$ cat config.mk
export PLATFORM = sky130hd
export DESIGN_NAME = id_ex_stage
export DESIGN_NICKNAME = d
export VERILOG_FILES = /design/src/rtl/id_ex_stage.sv
export SDC_FILE = /design/constraint.sdc
export NUM_CORES = 1
export LEC_CHECK = 0
export CAP_MARGIN = 25
export CORE_MARGIN = 2
export CORE_UTILIZATION = 49
export DETAILED_ROUTE_END_ITERATION = 8
export GPL_TIMING_DRIVEN = 0
export PLACE_DENSITY = 0.91
export SETUP_SLACK_MARGIN = 0.02
export SLEW_MARGIN = 25
export SYNTH_ARGS = -nofsm -noshare
export SYNTH_HDL_FRONTEND = slang
export SYNTH_SLANG_ARGS = --single-unit
$ cat constraint.sdc
create_clock -name clk -period 7.1 [get_ports clk]
set_clock_uncertainty 0.05 [all_clocks]
set_input_delay 1.42 -clock clk [delete_from_list [all_inputs] [get_ports clk]]
set_output_delay 1.42 -clock clk [all_outputs]
set_load 0.1 [all_outputs]
$ cat src/rtl/id_ex_stage.sv
// ID/EX stage: decodes to an ALU function, forwards operands, registers EX controls, inserts load-use bubbles.
// Latency: one cycle from ID inputs to EX outputs.
// Backpressure: stall holds the EX register; hazard_stall (combinational) asks upstream to hold ID.
`ifndef WORD_WIDTH
`define WORD_WIDTH 32
`endif
`ifndef SHAMT_WIDTH
`define SHAMT_WIDTH 5
`endif
`ifndef ALU_ADD
`define ALU_ADD 4'd0
`endif
`ifndef ALU_SUB
`define ALU_SUB 4'd1
`endif
`ifndef ALU_SLL
`define ALU_SLL 4'd2
`endif

module id_ex_stage (
    input  logic                    clk,
    input  logic                    rst,
    input  logic                    id_valid,
    input  logic [5:0]              id_opcode,
    input  logic [5:0]              id_funct,
    input  logic [`SHAMT_WIDTH-1:0] id_shamt,
    input  logic [4:0]              id_rs,
    input  logic [4:0]              id_rt,
    input  logic [4:0]              id_rd,
    input  logic [`WORD_WIDTH-1:0]  id_rs_data,
    input  logic [`WORD_WIDTH-1:0]  id_rt_data,
    input  logic [15:0]             id_imm,
    input  logic                    stall,
    input  logic                    flush,
    input  logic                    exm_wr_en,
    input  logic [4:0]              exm_wr_addr,
    input  logic [`WORD_WIDTH-1:0]  exm_wr_data,
    input  logic                    wb_wr_en,
    input  logic [4:0]              wb_wr_addr,
    input  logic [`WORD_WIDTH-1:0]  wb_wr_data,
    output logic                    hazard_stall,
    output logic                    illegal_op,
    output logic                    ex_valid,
    output logic                    ex_wr_en,
    output logic                    ex_mem_rd,
    output logic                    ex_mem_wr,
    output logic                    ex_branch,
    output logic [4:0]              ex_wr_addr,
    output logic [3:0]              alu_function,
    output logic [`WORD_WIDTH-1:0]  alu_src1,
    output logic [`WORD_WIDTH-1:0]  alu_src2,
    output logic [`WORD_WIDTH-1:0]  ex_store_data,
    output logic [`SHAMT_WIDTH-1:0] shamt
);

    typedef struct packed {
        logic                    valid;
        logic                    wr_en;
        logic                    mem_rd;
        logic                    mem_wr;
        logic                    branch;
        logic [4:0]              wr_addr;
        logic [3:0]              fn;
        logic [`WORD_WIDTH-1:0]  src1;
        logic [`WORD_WIDTH-1:0]  src2;
        logic [`WORD_WIDTH-1:0]  store;
        logic [`SHAMT_WIDTH-1:0] shamt;
        logic [4:0]              rs_idx;
        logic [4:0]              rt_idx;
        logic                    rt_store;
    } ex_t;

    ex_t ex_q;
    ex_t bubble;
    ex_t cap;
    ex_t held;

    logic                   dec_legal;
    logic                   dec_imm;
    logic                   dec_mem_rd;
    logic                   dec_mem_wr;
    logic                   dec_branch;
    logic                   dec_wr;
    logic                   dec_reads_rt;
    logic                   dec_sll;
    logic [3:0]             dec_fn;
    logic [4:0]             dec_dest;
    logic [`WORD_WIDTH-1:0] rs_val;
    logic [`WORD_WIDTH-1:0] rt_val;
    logic [`WORD_WIDTH-1:0] imm_sext;
    logic                   load_pending;
    logic [4:0]             pend_addr;
    logic                   ex_match;
    logic                   pend_match;
    logic                   load_hazard;

    always_comb begin
        dec_legal    = 1'b1;
        dec_fn       = `ALU_ADD;
        dec_imm      = 1'b0;
        dec_mem_rd   = 1'b0;
        dec_mem_wr   = 1'b0;
        dec_branch   = 1'b0;
        dec_wr       = 1'b0;
        dec_dest     = 5'd0;
        dec_reads_rt = 1'b0;
        dec_sll      = 1'b0;
        case (id_opcode)
            6'h00: begin
                dec_reads_rt = 1'b1;
                dec_wr       = 1'b1;
                dec_dest     = id_rd;
                case (id_funct)
                    6'h20:   dec_fn = `ALU_ADD;
                    6'h22:   dec_fn = `ALU_SUB;
                    6'h00: begin
                        dec_fn  = `ALU_SLL;
                        dec_sll = 1'b1;
                    end
                    default: dec_legal = 1'b0;
                endcase
            end
            6'h08: begin
                dec_imm  = 1'b1;
                dec_wr   = 1'b1;
                dec_dest = id_rt;
            end
            6'h23: begin
                dec_imm    = 1'b1;
                dec_mem_rd = 1'b1;
                dec_wr     = 1'b1;
                dec_dest   = id_rt;
            end
            6'h2B: begin
                dec_imm      = 1'b1;
                dec_mem_wr   = 1'b1;
                dec_reads_rt = 1'b1;
            end
            6'h04: begin
                dec_fn       = `ALU_SUB;
                dec_branch   = 1'b1;
                dec_reads_rt = 1'b1;
            end
            default: dec_legal = 1'b0;
        endcase
    end

    // MEM-stage result is younger than the writeback port, so it takes priority.
    assign rs_val = (id_rs == 5'd0) ? '0 :
                    (exm_wr_en && exm_wr_addr == id_rs) ? exm_wr_data :
                    (wb_wr_en && wb_wr_addr == id_rs) ? wb_wr_data : id_rs_data;
    assign rt_val = (id_rt == 5'd0) ? '0 :
                    (exm_wr_en && exm_wr_addr == id_rt) ? exm_wr_data :
                    (wb_wr_en && wb_wr_addr == id_rt) ? wb_wr_data : id_rt_data;
    assign imm_sext = {{(`WORD_WIDTH-16){id_imm[15]}}, id_imm};

    assign ex_match   = ex_q.valid && ex_q.mem_rd && (ex_q.wr_addr != 5'd0) &&
                        ((id_rs == ex_q.wr_addr) || (dec_reads_rt && id_rt == ex_q.wr_addr));
    assign pend_match = load_pending && (pend_addr != 5'd0) &&
                        ((id_rs == pend_addr) || (dec_reads_rt && id_rt == pend_addr));
    assign load_hazard  = id_valid && !rst && !flush && !stall && (ex_match || pend_match);
    assign hazard_stall = load_hazard;

    always_comb begin
        bubble    = '0;
        bubble.fn = `ALU_ADD;
        cap       = bubble;
        if (id_valid && dec_legal) begin
            cap.valid    = 1'b1;
            cap.wr_en    = dec_wr && (dec_dest != 5'd0);
            cap.mem_rd   = dec_mem_rd;
            cap.mem_wr   = dec_mem_wr;
            cap.branch   = dec_branch;
            cap.wr_addr  = dec_dest;
            cap.fn       = dec_fn;
            cap.src1     = rs_val;
            cap.src2     = dec_imm ? imm_sext : rt_val;
            cap.store    = dec_mem_wr ? rt_val : '0;
            cap.shamt    = dec_sll ? id_shamt : '0;
            cap.rs_idx   = id_rs;
            cap.rt_idx   = dec_reads_rt ? id_rt : 5'd0;
            cap.rt_store = dec_mem_wr;
        end
        // A held entry keeps snooping writeback so it leaves the stall with current operands.
        held = ex_q;
        if (ex_q.valid && wb_wr_en && wb_wr_addr != 5'd0) begin
            if (wb_wr_addr == ex_q.rs_idx) begin
                held.src1 = wb_wr_data;
            end
            if (wb_wr_addr == ex_q.rt_idx) begin
                if (ex_q.rt_store) begin
                    held.store = wb_wr_data;
                end else begin
                    held.src2 = wb_wr_data;
                end
            end
        end
    end

    always_ff @(posedge clk) begin
        if (rst || flush) begin
            ex_q         <= bubble;
            load_pending <= 1'b0;
            pend_addr    <= 5'd0;
            illegal_op   <= 1'b0;
        end else if (stall) begin
            ex_q       <= held;
            illegal_op <= 1'b0;
        end else if (load_hazard) begin
            ex_q         <= bubble;
            load_pending <= ex_match;
            pend_addr    <= ex_q.wr_addr;
            illegal_op   <= 1'b0;
        end else begin
            ex_q         <= cap;
            load_pending <= 1'b0;
            illegal_op   <= id_valid && !dec_legal;
        end
    end

    assign ex_valid      = ex_q.valid;
    assign ex_wr_en      = ex_q.wr_en;
    assign ex_mem_rd     = ex_q.mem_rd;
    assign ex_mem_wr     = ex_q.mem_wr;
    assign ex_branch     = ex_q.branch;
    assign ex_wr_addr    = ex_q.wr_addr;
    assign alu_function  = ex_q.fn;
    assign alu_src1      = ex_q.src1;
    assign alu_src2      = ex_q.src2;
    assign ex_store_data = ex_q.store;
    assign shamt         = ex_q.shamt;

endmodule

==> flow_metrics.tcl <==
set metrics [dict create \
    coreArea_sq_um 17180 \
    cts_tree "yes" \
    cp_slowest_cell "clkdlybuf4s50_1" \
    syn_avg_cell_area_sq_um 7.291 \
    postLayoutCoreUtil_pct 72.15 \
    core.rowCount 48 \
    swShare_pct 30.07 \
    pwr-share-comb_pct 22.6 \
    route.detailed.drc 0 \
    clkPwrFrac_pct 44.1 \
    max_slew.worst_pin.slew_ns 1.184 \
    cts_post_setup_buffers_inserted 0 \
    maxSlewViolCount 0 \
    post_drt_wl_per_cell_um 22.03 \
    synth-simple-area-share_pct 19.45 \
    pre_cts_slack_ns 0.5650 \
    final.fill_count 1402 \
    synthMuxAreaShare_pct 5.755 \
    grt_max_degree 17 \
    crit_top_cell "clkdlybuf4s50_1" \
    final_cell_mix "clkdlybuf4s50_1, nand2_1, nor2_1" \
    synth_area_sq_um 8523 \
    ys_ff_latch 130 \
    h-tree-depth 4 \
    cts_resized 0 \
    syn_inst 1169 \
    ys_warn_count 0 \
    die_area_sq_um 18460 \
    cts.sinks 130 \
    cp-end-kind "primary output" \
    drive_above_1_share_pct 11.92 \
    setup_tns_ns 0 \
    root_buffer "clkbuf_16" \
    cap_viol_max_count 0 \
    outcome "completed" \
    vias 10520 \
    clk_latency_ns 0.42 \
    port_buffers 290 \
    die_h_um 135.9 \
    setup_viol 0 \
    cts_buffers 17 \
    yosysSeqAreaShare_pct 30.53 \
    ys.flop_type "dfxtp_1" \
    path_class "input port to primary output" \
    pwr-share-seq_pct 33.3 \
    grt_pass1_wl_um 55570 \
    grt_pass1_vias 9938 \
    cp_max_fo 7 \
    antenna_found_initial 0 \
    irDropWorstVdd_mv 0.1798 \
    area_growth_pct 45.40 \
    fmax_mhz 153.5 \
    final_nets 1673 \
    cts_buffer_depth 2 \
    synthAdderAreaFrac_pct 0 \
    setup.worst_path.start_class "input port" \
    hp-class "register to register" \
    slowest_delay_ns 1.26 \
    r2r_cells 9 \
    finalCriticalPeriod_ns 6.514 \
    power_density_nw_per_um2 182.7 \
    timing.final.crit_share_pct 91.75 \
    synth-compound-area-share_pct 24.57 \
    antenna_cells 0 \
    max_slew_margin_pct 20.06 \
    async_flop_share_pct 0 \
    clk_transition_reported_paths_ns 0.06 \
    final-hold-violation-count 0 \
    overflow 0 \
    synth_cell_types 50 \
    ios 310 \
    p_leak_nw 4.684 \
    dpl.hpwl_um 27990 \
    synth_top_family_by_area "compound AO/OA/AOI/OAI gates" \
    crit_path_cell_trace "clkdlybuf4s50_1, or4_1, o22ai_1, a41oi_1, o311ai_2, clkdlybuf4s50_1" \
    dp_cells 1685 \
    whs_path_depth 2 \
    final_common_cell "clkdlybuf4s50_1" \
    path_depth 6 \
    place.gp.congestion 0.9683 \
    initial_utilization_pct 49.62 \
    arrival_ns 5.04 \
    setup_ws_ns 0.5859 \
    synth_edf_count 0 \
    track_usage_pct 39.66 \
    stdcell_count 1718 \
    ctsHoldBuffers 0 \
    internal-power_w 0.001583 \
    synth_xor_area_share_pct 5.241 \
    drt_iter0_markers 1334 \
    wirelength_um 37860 \
    via_per_inst 6.122 \
    rsz0062_at_grt "false" \
    cp_num_buf_inv 2 \
    final_antenna_net_count 0 \
    required_ns 5.63 \
    drtPass1Iterations 8 \
    p_switching_w 0.0006808 \
    die_w_um 135.9 \
    crit_family "buffers and inverters" \
]
-- logic make-up after synthesis --
logic type,Yosys count
simple gates,382
compound gates,348
buf+inv,208
flops,130
xor+xnor,51
mux,49
other cells,1
-- routing by layer --
metal / vias up / wire length (um) / track usage (%)
met1: 4791 / 13360 / 46.70
li1: 4604 / - / -
met2: 923 / 17050 / 64.11
met5: - / 0 / 0
met4: 0 / 2345 / 24.19
met3: 199 / 5095 / 11.11
-- state kept, by name (all words and copies together), names as in the netlist --
| signal | flops |
|---|---|
| alu_src1 | 32 |
| alu_src2 | 32 |
| ex_store_data | 32 |
| ex_q | 10 |
| ex_wr_addr | 5 |
| pend_addr | 5 |
| shamt | 5 |
| alu_function | 2 |
| ex_branch | 1 |
| ex_mem_rd | 1 |
| ex_mem_wr | 1 |
| ex_valid | 1 |
| ex_wr_en | 1 |
| illegal_op | 1 |
| load_pending | 1 |
-- power by group through the flow --
stage | clock (W) | sequential, W | combinational (W)
2_1_floorplan | 0 | 0.000767 | 0.000291
3_3_place_gp | 0 | 0.000769 | 0.000490
3_5_place_dp | 0 | 0.000770 | 0.000495
4_1_cts | 0.000987 | 0.000754 | 0.000499
5_1_grt | 0.00102 | 0.000755 | 0.000533
6_report | 0.000997 | 0.000754 | 0.000512
-- worst paths after layout --
check	startpoint	slack, ns	endpoint
min	shamt[4]$_SDFFE_PP0N_	0.42	shamt[4]$_SDFFE_PP0N_
max	id_opcode[3]	0.59	hazard_stall
max reg2reg	ex_wr_addr[0]$_SDFFE_PP0N_	4.07	ex_store_data[3]$_SDFFE_PP0P_
min reg2reg	shamt[4]$_SDFFE_PP0N_	0.42	shamt[4]$_SDFFE_PP0N_
-- metrics by stage --
step                      hold WS (ns)  area [sq um]  power (W)
after global routing            0.4346         12390   0.002307
after floorplan                 0.3868          8527   0.001058
final                           0.4154         12390   0.002264
after global placement          0.3980         11710   0.001259
after CTS                       0.4150         12370   0.002239
after detailed placement        0.4061         11710   0.001264
-- cell usage after synthesis, types with 12 or more instances --
| cell type | n | share of area [%] |
|---|---|---|
| nand2_1 | 159 | 7.0 |
| nor2_1 | 139 | 6.1 |
| dfxtp_1 | 130 | 31 |
| o21ai_0 | 118 | 6.9 |
| buf_4 | 114 | 10 |
| a21oi_1 | 100 | 5.9 |
| clkbuf_1 | 78 | 3.4 |
| mux2i_1 | 49 | 5.8 |
| o22ai_1 | 34 | 2.5 |
| xnor2_1 | 27 | 2.8 |
| nand3_1 | 26 | 1.5 |
| xor2_1 | 24 | 2.5 |
| a211oi_1 | 22 | 1.9 |
| nor3b_1 | 18 | 1.6 |
| a31oi_1 | 15 | 1.1 |
| o31ai_1 | 15 | 1.3 |
| a22oi_1 | 12 | 1.1 |
-- worst reg2reg max path, delay by kind of cell, from the launching register on --
family | cells | cell delay [ns]
compound gates | 2 | 0.38
buf+inv | 2 | 0.50
flops | 1 | 0.39
simple gates | 5 | 1.64
-- cell type report --
type	instances	area, sq um	area share, %
clock inverter	13	205.2	1.656
inverter	1	3.754	0.03029
buffer	207	1224	9.874
tap	225	281.5	2.272
clock buffer	19	452.9	3.655
multi-input combinational	832	4710	38.00
sequential	130	2603	21.00
timing repair buffer	291	2914	23.51
Note: power is estimated with default switching activity, not from simulation.
==> patch (config.mk and constraints unchanged) <==
`SHAMT_WIDTH`: 5 -> 10.
--- a/src/rtl/id_ex_stage.sv
+++ b/src/rtl/id_ex_stage.sv
@@ -6,5 +6,5 @@
 `endif
 `ifndef SHAMT_WIDTH
-`define SHAMT_WIDTH 5
+`define SHAMT_WIDTH 10
 `endif
 `ifndef ALU_ADD
Ports: changed (resized id_shamt and shamt); port bits go from 310 to 320. The function was not compared with the original's and may differ.
==> patch against the original RTL <==
First-iteration DRC count rose by 6.4%; power fell by 2.4%; worst setup slack improved by 0.24 ns; sequential cell count rose by 5; register-to-register slack got worse by 0.14 ns; critical path depth rose by 1; cell count rose by 0.64%; clock power fell by 11%; count of clock-buffer cells in the layout fell by 1; cell area rose by 5.4%; area after synthesis rose by 7.7%; routed wire length rose by 5.7%.
==> patch: results (changes against the original RTL) <==
ANT cells=0 (unchanged); pre-CTS WS=0.889 ns (+0.324 ns); main flop type after synthesis=dfxtp_1; Slew headroom=24.5% (+4.4 points); fin nets=1,681 (+0.48%); Synth warnings=0 (unchanged); Final Hold Vio Count=0 (unchanged); crit-path max FO=5 (-2); DP Area=12,500 sq um (+6.7%); run status=finished clean; leakage=4.69 nW (+0.14%); Peak VDD IR=0.179 mV (-0.48%); post-synth cell types=59 (+18%); layout cells sized above 1=15.0% (+3.1 points); htree depth=4 (unchanged); Clock Pin Slew Worst Setup and Hold Paths=0.06 ns (about the same); Synth top cells by count=dfxtp_1 (135), buf_4 (116), a21oi_1 (106); synth top area cells=dfxtp_1 (29%), buf_4 (9.5%), mux2_2 (6.0%); gr usage total=38.5% (-1.2 points); internal power=0.00150 W (-5.2%); worst hold path type=reg -> reg; GRT overflow=0 (unchanged); DP Wirelength=29,600 microns (+5.9%); ys async rst share=0% (unchanged); PostCTS Resize Cnt=0 (unchanged); PortBufs=301 (+3.8%); Root Driver=clkbuf_16; initial antenna violation count=0 (unchanged); number of DRC markers in iteration 0=1,419 (+6.4%); wire length of the first global-routing pass=59,200 microns (+6.5%); gpl congestion=0.972 (+0.37%); TritonCTS Buffers=17 (unchanged); sequential share of the synthesized area=29.4% (-1.1 points); Routed WL per cell=23.1 microns (+5.0%); Clock Tree Buf Depth=2 (unchanged); Via Count=10,900 (+3.9%); largest net degree at the start of global routing=17 (unchanged); clk_lat worst skew=0.44 ns (+0.02 ns); First-pass DRT Iterations=7 (-1); Post-CTS Setup Bufs=0 (unchanged)
[patch: cell count changes in the layout (fill, tap and decap cells not counted), moves of 15 or more]
cell      change
nand2_1     -102
mux2_2       +49
nor2_1       -46
o21ai_0      -42
o211ai_1     +32
nand3_1      +22
a211oi_1     -21
and2_1       +18
nor3b_1      -17
o21a_1       +17
o22ai_1      +16
a311oi_1     +15
a31oi_1      +15
o31ai_1      -15
[patch: worst paths after layout]
check,start,end,slack (ns),depth (start not counted)
max reg2reg,pend_addr[1]$_SDFFE_PP0P_,alu_src1[1]$_SDFFE_PP0P_,3.93,7
min reg2reg,ex_q[2]$_SDFFE_PP0N_,ex_q[2]$_SDFFE_PP0N_,0.43,2
max,stall,hazard_stall,0.82,7
min,ex_q[2]$_SDFFE_PP0N_,ex_q[2]$_SDFFE_PP0N_,0.43,2
[patch: worst max-delay path: stages]
cell and delay [ns]:
clkdlybuf4s50_1 0.54, nor4b_1 0.77, o211ai_1 0.23, nor4_1 0.37, o21ai_0 0.14, o311ai_1 0.12, clkdlybuf4s50_1 1.20
[patch: metal layers]
layer | vias to the layer above | share of wire [%] | GRT usage (%)
li1 | 4776 | - | -
met1 | 5036 | 38 | 47.5
met2 | 907 | 45 | 61.2
met3 | 205 | 11 | 9.71
met4 | 0 | 5.8 | 22.3
met5 | - | 0 | 0
[patch: stage by stage]
| step | instances | hold WS, ns | util [%] |
|---|---|---|---|
| 6_report | 1729 | 0.428 | 70.6 |
| 5_1_grt | 1729 | 0.439 | 70.6 |
| 4_1_cts | 1729 | 0.424 | 70.6 |
| 3_5_place_dp | 1698 | 0.416 | 67.5 |
| 3_3_place_gp | 1698 | 0.407 | 67.5 |
| 2_1_floorplan | 1163 | 0.396 | - |
[patch: power groups by stage]
stage	Sequential [W]	Clock, W	Combinational (W)
floorplan	0.000796	0	0.000304
detailed placement	0.000797	0	0.000520
global placement	0.000797	0	0.000514
CTS	0.000781	0.000874	0.000524
global route	0.000782	0.000908	0.000557
finish	0.000781	0.000890	0.000537
[patch: cell families after synthesis]
group | count (synthesis) | synth area share (%)
mux | 86 | 10.0
other cells | 1 | 0.0408
xor+xnor | 51 | 4.86
buf+inv | 227 | 14.2
compound gates | 378 | 26.6
simple gates | 284 | 14.9
flops | 135 | 29.4
[patch: area by class of cell]
cell class                 instances  area [sq um]
buffer                           224          1290
clock buffer                      18           439
clock inverter                    13           133
fill                            1458          5450
inverter                           3          11.3
multi-input combinational        801          5180
sequential                       135          2700
tap                              234           293
timing repair buffer             301          3010
